[src/rtl/tick_gen_pkg.sv]
// rtl/tick_gen_pkg.sv - shared constants and helpers for the multi-channel tick generator
package tick_gen_pkg;

  localparam int CNT_W_DEF = 27;

  localparam int DIV_100MHZ_1HZ   = 100_000_000;
  localparam int DIV_100MHZ_2HZ   = 50_000_000;
  localparam int DIV_100MHZ_4HZ   = 25_000_000;
  localparam int DIV_100MHZ_400HZ = 250_000;

  // Channel-select width; a single channel still needs a 1-bit select port.
  function automatic int ch_w(input int n);
    return (n > 1) ? $clog2(n) : 1;
  endfunction

endpackage

[src/rtl/tick_gen_chan.sv]
// rtl/tick_gen_chan.sv - one divider channel with glitch-free divisor reload
// Square output flop exists only when TICK_GEN_SQUARE_EN is defined.
module tick_gen_chan
  import tick_gen_pkg::*;
#(
  parameter int               CNT_W   = CNT_W_DEF,
  parameter logic [CNT_W-1:0] DIV_RST = CNT_W'(1)
) (
  input  logic             clk,
  input  logic             rst,
  input  logic             en,
  input  logic             clr,
  input  logic             ld,
  input  logic [CNT_W-1:0] ld_div,
  output logic             tick,
  output logic             sq
);

  logic [CNT_W-1:0] cnt_q;
  logic [CNT_W-1:0] div_m1_q;
  logic [CNT_W-1:0] pend_q;
  logic             pend_vld_q;
  logic             tick_q;

  logic             wrap_d;
  logic             apply_d;
  logic             load_vld_d;
  logic [CNT_W-1:0] load_div_d;

  // >= rather than == so a divisor shrunk below a held count still wraps at once.
  always_comb begin
    wrap_d     = en && (cnt_q >= div_m1_q);
    apply_d    = clr || !en || wrap_d;
    load_vld_d = ld || pend_vld_q;
    load_div_d = ld ? ld_div : pend_q;
  end

  always_ff @(posedge clk or negedge rst) begin
    if (!rst) begin
      cnt_q      <= '0;
      div_m1_q   <= DIV_RST - CNT_W'(1);
      pend_q     <= DIV_RST;
      pend_vld_q <= 1'b0;
      tick_q     <= 1'b0;
    end else begin
      if (apply_d && load_vld_d) begin
        div_m1_q   <= load_div_d - CNT_W'(1);
        pend_vld_q <= 1'b0;
      end else if (ld) begin
        pend_vld_q <= 1'b1;
      end
      if (ld) begin
        pend_q <= ld_div;
      end

      if (clr) begin
        cnt_q  <= '0;
        tick_q <= 1'b0;
      end else if (wrap_d) begin
        cnt_q  <= '0;
        tick_q <= 1'b1;
      end else begin
        tick_q <= 1'b0;
        if (en) begin
          cnt_q <= cnt_q + CNT_W'(1);
        end
      end
    end
  end

  assign tick = tick_q;

`ifdef TICK_GEN_SQUARE_EN
  logic sq_q;

  always_ff @(posedge clk or negedge rst) begin
    if (!rst) begin
      sq_q <= 1'b0;
    end else if (clr) begin
      sq_q <= 1'b0;
    end else if (wrap_d) begin
      sq_q <= ~sq_q;
    end
  end

  assign sq = sq_q;
`else
  assign sq = 1'b0;
`endif

endmodule

[src/rtl/tick_gen_multi.sv]
// rtl/tick_gen_multi.sv - NUM_CH programmable tick channels with config decode
// Optional square outputs enabled by defining TICK_GEN_SQUARE_EN.
module tick_gen_multi
  import tick_gen_pkg::*;
#(
  parameter int                      NUM_CH   = 4,
  parameter int                      CNT_W    = CNT_W_DEF,
  parameter logic [NUM_CH*CNT_W-1:0] DIV_INIT = {NUM_CH{CNT_W'(1)}},
  localparam int                     CH_W     = ch_w(NUM_CH)
) (
  input  logic              clk,
  input  logic              rst,
  input  logic [NUM_CH-1:0] en,
  input  logic              sync_clr,
  input  logic              cfg_wr,
  input  logic [CH_W-1:0]   cfg_ch,
  input  logic [CNT_W-1:0]  cfg_div,
  output logic              cfg_ack,
  output logic              cfg_err,
  output logic [NUM_CH-1:0] tick,
  output logic [NUM_CH-1:0] sq
);

  logic ack_q;
  logic err_q;
  logic legal_d;

  always_comb begin
    legal_d = cfg_wr && (cfg_div != '0) && (int'(cfg_ch) < NUM_CH);
  end

  always_ff @(posedge clk or negedge rst) begin
    if (!rst) begin
      ack_q <= 1'b0;
      err_q <= 1'b0;
    end else begin
      ack_q <= legal_d;
      err_q <= cfg_wr && !legal_d;
    end
  end

  assign cfg_ack = ack_q;
  assign cfg_err = err_q;

  for (genvar i = 0; i < NUM_CH; i++) begin : g_chan
    tick_gen_chan #(
      .CNT_W   (CNT_W),
      .DIV_RST (DIV_INIT[i*CNT_W +: CNT_W])
    ) u_chan (
      .clk    (clk),
      .rst    (rst),
      .en     (en[i]),
      .clr    (sync_clr),
      .ld     (legal_d && (int'(cfg_ch) == i)),
      .ld_div (cfg_div),
      .tick   (tick[i]),
      .sq     (sq[i])
    );
  end

endmodule
[config.mk]
export PLATFORM = sky130hd
export DESIGN_NAME = tick_gen_multi
export DESIGN_NICKNAME = d
export VERILOG_FILES = /design/src/rtl/tick_gen_pkg.sv /design/src/rtl/tick_gen_chan.sv /design/src/rtl/tick_gen_multi.sv
export SDC_FILE = /design/constraint.sdc
export NUM_CORES = 1
export LEC_CHECK = 0
export CORE_AREA = 4 4 212 214
export DETAILED_ROUTE_END_ITERATION = 10
export DIE_AREA = 0 0 216 218
export GPL_TIMING_DRIVEN = 0
export SLEW_MARGIN = 0
export SYNTH_ARGS = -nofsm -noshare
export SYNTH_HDL_FRONTEND = slang
export SYNTH_SLANG_ARGS = --single-unit
[constraint.sdc]
create_clock -name clk -period 3.3 [get_ports clk]
set_input_delay 0.495 -clock clk [delete_from_list [all_inputs] [get_ports clk]]
set_output_delay 0.495 -clock clk [all_outputs]
set_load 0.1 [all_outputs]
==> impl_metrics.py <==
metrics = {
    "worst_setup_path": {
        "slack_of_the_worst_reg_to_reg_path_ns": 0.25,
        "worst_r2r_end": "g_chan[1].u_chan.div_m1_q[26]$_DFFE_PN0P_",
        "worstPathBufferInverterCount": 4,
        "critical_path_peak_fanout": 7,
        "crit_path_end_kind": "register",
        "r2r_start": "g_chan[1].u_chan.cnt_q[25]$_DFFE_PN0P_",
        "crit_path_max_delay_family": "simple AND/OR/NAND/NOR gates",
        "timing.critical_path.cells": "buf_8 -> or4_4 -> nor3_4 -> buf_6 -> a31oi_4 -> clkbuf_16 -> buf_12 -> mux2i_4 -> ha_4 -> nand3_4 -> or4_4 -> mux2i_4 -> nand3_2 -> a211o_1 -> mux2_2",
        "timing.critical_path.depth": 15,
        "critPathRequiredTime_ns": 3.75,
        "cp-startpoint": "cfg_div[12]",
        "criticalPathCategory": "in -> reg",
        "slowest_stage": "or4_4",
        "arrival_ns": 3.81,
        "timing.critical_path.slowest_cell_delay_ns": 0.53,
        "startpoint_type": "primary input",
        "endpoint": "g_chan[1].u_chan.div_m1_q[24]$_DFFE_PN0P_",
        "rr_worst_depth": 10,
    },
    "yosys": {
        "synth-seq-cells": 334,
        "syn_area_mm2": 0.0204,
        "dominantRegCellSynth": "dfrtp_1",
        "number_of_flops_mapped_to_enable_cells_by_yosys": 0,
        "yosys.cell_types.count": 65,
        "yosys_warnings": 0,
        "seq_area_frac_synth": 0.409,
        "gate_count_of_the_mapped_netlist": 2290,
        "synth_area_per_cell_um2": 8.92,
        "async_flop_share": 1.00,
    },
    "floorplan": {
        "floorplan.die.height_um": 218,
        "starting_density": 0.476,
        "horizontal_extent_of_the_die_um": 216,
        "floorplan.io_pins": 47,
        "placement_rows": 76,
        "die_ar_mm2": 0.0471,
        "coreArea_mm2": 0.0429,
    },
    "clock_network": {
        "bufs_on_longest_clock_path": 3,
        "tritoncts": "yes",
        "cts-htree-levels": 2,
        "tritoncts_num_sinks": 334,
        "clk_pin_slew_ns": 0.06,
        "clk-insertion-delay-late_ns": 0.57,
        "cts_inserted_buffers": 40,
        "clk_root_buffer_cell": "clkbuf_16",
    },
    "routing": {
        "routed_wire_length_per_instance_um": 19.9,
        "firstDrtPassIters": 5,
        "final_antenna_net_count": 0,
        "vias_per_cell": 5.83,
        "drt-total-wl_um": 60400,
        "vias": 17700,
        "drc": 0,
        "initialDrtViolationCount": 1566,
    },
    "grt": {
        "maximum_number_of_pins_on_one_net_before_global_route_repair": 103,
        "grt_overflow_total": 0,
        "grt_pass1_wl_um": 95300,
        "grtUsageTotal": 0.253,
        "met2_usage": 0.399,
        "grt_pass1_vias": 17400,
        "use_met3": 0.0582,
        "top_usage_layer": "met2",
        "grt_antenna_before_repair": 1,
        "grt_util_met1": 0.350,
    },
    "timing": {
        "setup_ws_ns": -0.0625,
        "hold_violations": 0,
        "timing.final.setup_violations": 1,
        "setup_repair_after_global_routing_missed_its_margin": "yes",
        "skew_ns": 0.0147,
        "worstMarginPinSlew_ns": 1.42,
        "worst_slew_margin_rel": 0.0467,
        "finalMaxSlewViolations": 0,
        "post-route-min-period_ns": 3.36,
        "final_min_period_over_clock_period": 1.02,
        "fmaxAchievable_mhz": 297,
    },
    "power": {
        "switching_share": 0.317,
        "power.leakage_nw": 10.9,
        "maximum_resistive_drop_on_vdd_mv": 0.399,
        "power.switching_mw": 4.04,
        "comb_power_share": 0.243,
        "power-per-cell-area_mw_per_mm2": 533,
        "power_frac_seq": 0.414,
        "power.share.clock": 0.343,
        "power_report.internal_total_mw": 8.70,
        "finalPower_mw": 12.7,
    },
    "final_layout": {
        "layout.cells.most_common_list": "nand2_1, dfrtp_1, inv_1, a21oi_1, o21ai_0",
        "finalNetCount": 2564,
        "final_core_utilization": 0.558,
        "drive_above_1_share": 0.144,
        "layout_commonest_cell": "nand2_1",
        "area_growth_syn_to_layout_pct": 17.0,
    },
    "run": {
        "cap_viol_max_count": 0,
    },
    "place": {
        "post-dp-hpwl_um": 42900,
        "numPortBuffers": 32,
        "gpl.final_weighted_congestion": 0.947,
    },
    "run_status": {
        "status": "finished, violations left",
        "failed_checks": "setup timing",
    },
    "min_path": {
        "min-delay-path-class": "in -> reg",
    },
}
## final cells by class
| class | count | area, um^2 |
|---|---|---|
| diodes | 2 | 5.00 |
| plain buffers | 100 | 679 |
| clock buffers | 59 | 1170 |
| clock inverters | 14 | 109 |
| fillers | 3849 | 19000 |
| inverters | 168 | 631 |
| multi-input cells | 1682 | 11400 |
| flip-flops and latches | 334 | 8360 |
| well taps | 585 | 732 |
| repair buffers | 85 | 796 |
## cells in the mapped netlist (37+ instances only)
| master | number | area share |
|---|---|---|
| ha_1 | 116 | 0.071 |
| a31oi_1 | 43 | 0.013 |
| a21oi_1 | 127 | 0.031 |
| nand2_1 | 346 | 0.064 |
| mux2i_1 | 90 | 0.044 |
| mux2_2 | 80 | 0.044 |
| nor2_1 | 110 | 0.020 |
| inv_1 | 168 | 0.031 |
| clkbuf_1 | 61 | 0.011 |
| nand3_1 | 86 | 0.021 |
| nand4_1 | 45 | 0.014 |
| o21ai_0 | 133 | 0.033 |
| nor3_1 | 88 | 0.022 |
| dfrtp_1 | 330 | 0.40 |
| xor2_1 | 37 | 0.016 |
| xnor2_1 | 52 | 0.022 |
## worst min path at each step
stage / to / cells past startpoint / slack, ns / start
floorplan: cfg_ack$_DFF_PN0_ / 0 / 0.20 / rst
global placement: g_chan[2].u_chan.div_m1_q[26]$_DFFE_PN0P_ / 1 / 0.47 / g_chan[2].u_chan.div_m1_q[26]$_DFFE_PN0P_
detailed placement: g_chan[3].u_chan.pend_q[26]$_DFF_PN0_ / 2 / 0.47 / g_chan[3].u_chan.pend_q[26]$_DFF_PN0_
CTS: g_chan[3].u_chan.pend_q[11]$_DFF_PN0_ / 3 / 0.22 / cfg_div[11]
global route: g_chan[3].u_chan.pend_q[12]$_DFF_PN0_ / 3 / 0.25 / cfg_div[12]
finish: g_chan[2].u_chan.pend_q[12]$_DFF_PN0_ / 3 / 0.26 / cfg_div[12]
## logic make-up after synthesis
kind of cell    synth area share
compound gates             0.123
xor+xnor                  0.0382
fa+ha+maj                 0.0710
buf+inv                   0.0573
flops                      0.409
mux                       0.0893
other cells             0.000184
simple gates               0.211
## per-stage QoR
stage | TNS (ns) | cells | hold slack, ns | area [um^2] | worst slack [ns]
after floorplan | -9.27 | 2293 | 0.199 | 20700 | -0.788
after global placement | -4733.39 | 2910 | 0.469 | 21700 | -13.53
after detailed placement | -257.90 | 2913 | 0.472 | 21800 | -2.48
after CTS | -0.170 | 3023 | 0.221 | 23700 | -0.0889
after global routing | -0.310 | 3027 | 0.249 | 23900 | -0.128
final | -0.0625 | 3029 | 0.261 | 23900 | -0.0625
## worst register-to-register path, stage by stage, from the launching register on
cell and delay (ns):
dfrtp_1 0.43, ha_1 0.31, and3_1 0.18, nand4_1 0.15, or4_1 0.57, a21oi_1 0.19
nor4_1 0.10, clkbuf_1 0.25, clkbuf_1 0.34, o21ai_0 0.29, o21ai_1 0.11
## state kept, by name (all words and copies together) (netlist names)
register,flops
cfg_ack,1
cfg_err,1
g_chan.u_chan.cnt_q,108
g_chan.u_chan.div_m1_q,108
g_chan.u_chan.pend_q,108
g_chan.u_chan.pend_vld_q,4
g_chan.u_chan.tick,4
## layer usage
metal,vias to the layer above,routed length [um]
met2,564,27200
li1,8292,-
met3,119,4980
met5,-,80
met1,8680,26300
met4,2,1720
## power by group through the flow
stage / sequential, mW / clock (mW) / combinational (mW)
2_1_floorplan: 5.21 / 0 / 2.13
3_3_place_gp: 5.32 / 0 / 2.83
3_5_place_dp: 5.32 / 0 / 2.96
4_1_cts: 5.26 / 4.48 / 3.08
5_1_grt: 5.36 / 4.64 / 3.50
6_report: 5.27 / 4.37 / 3.09
## timing repair
| action | 4_1_cts | 5_1_grt |
|---|---|---|
| gates resized for setup | 145 | 48 |
| pin swaps | 23 | 15 |
| hold endpoints to repair | 78 | 0 |
| setup buffers | 40 | 8 |
| hold buffers | 1 | 0 |
| endpoints found under the setup margin | 232 | 109 |
(Power assumes the default switching activity.)
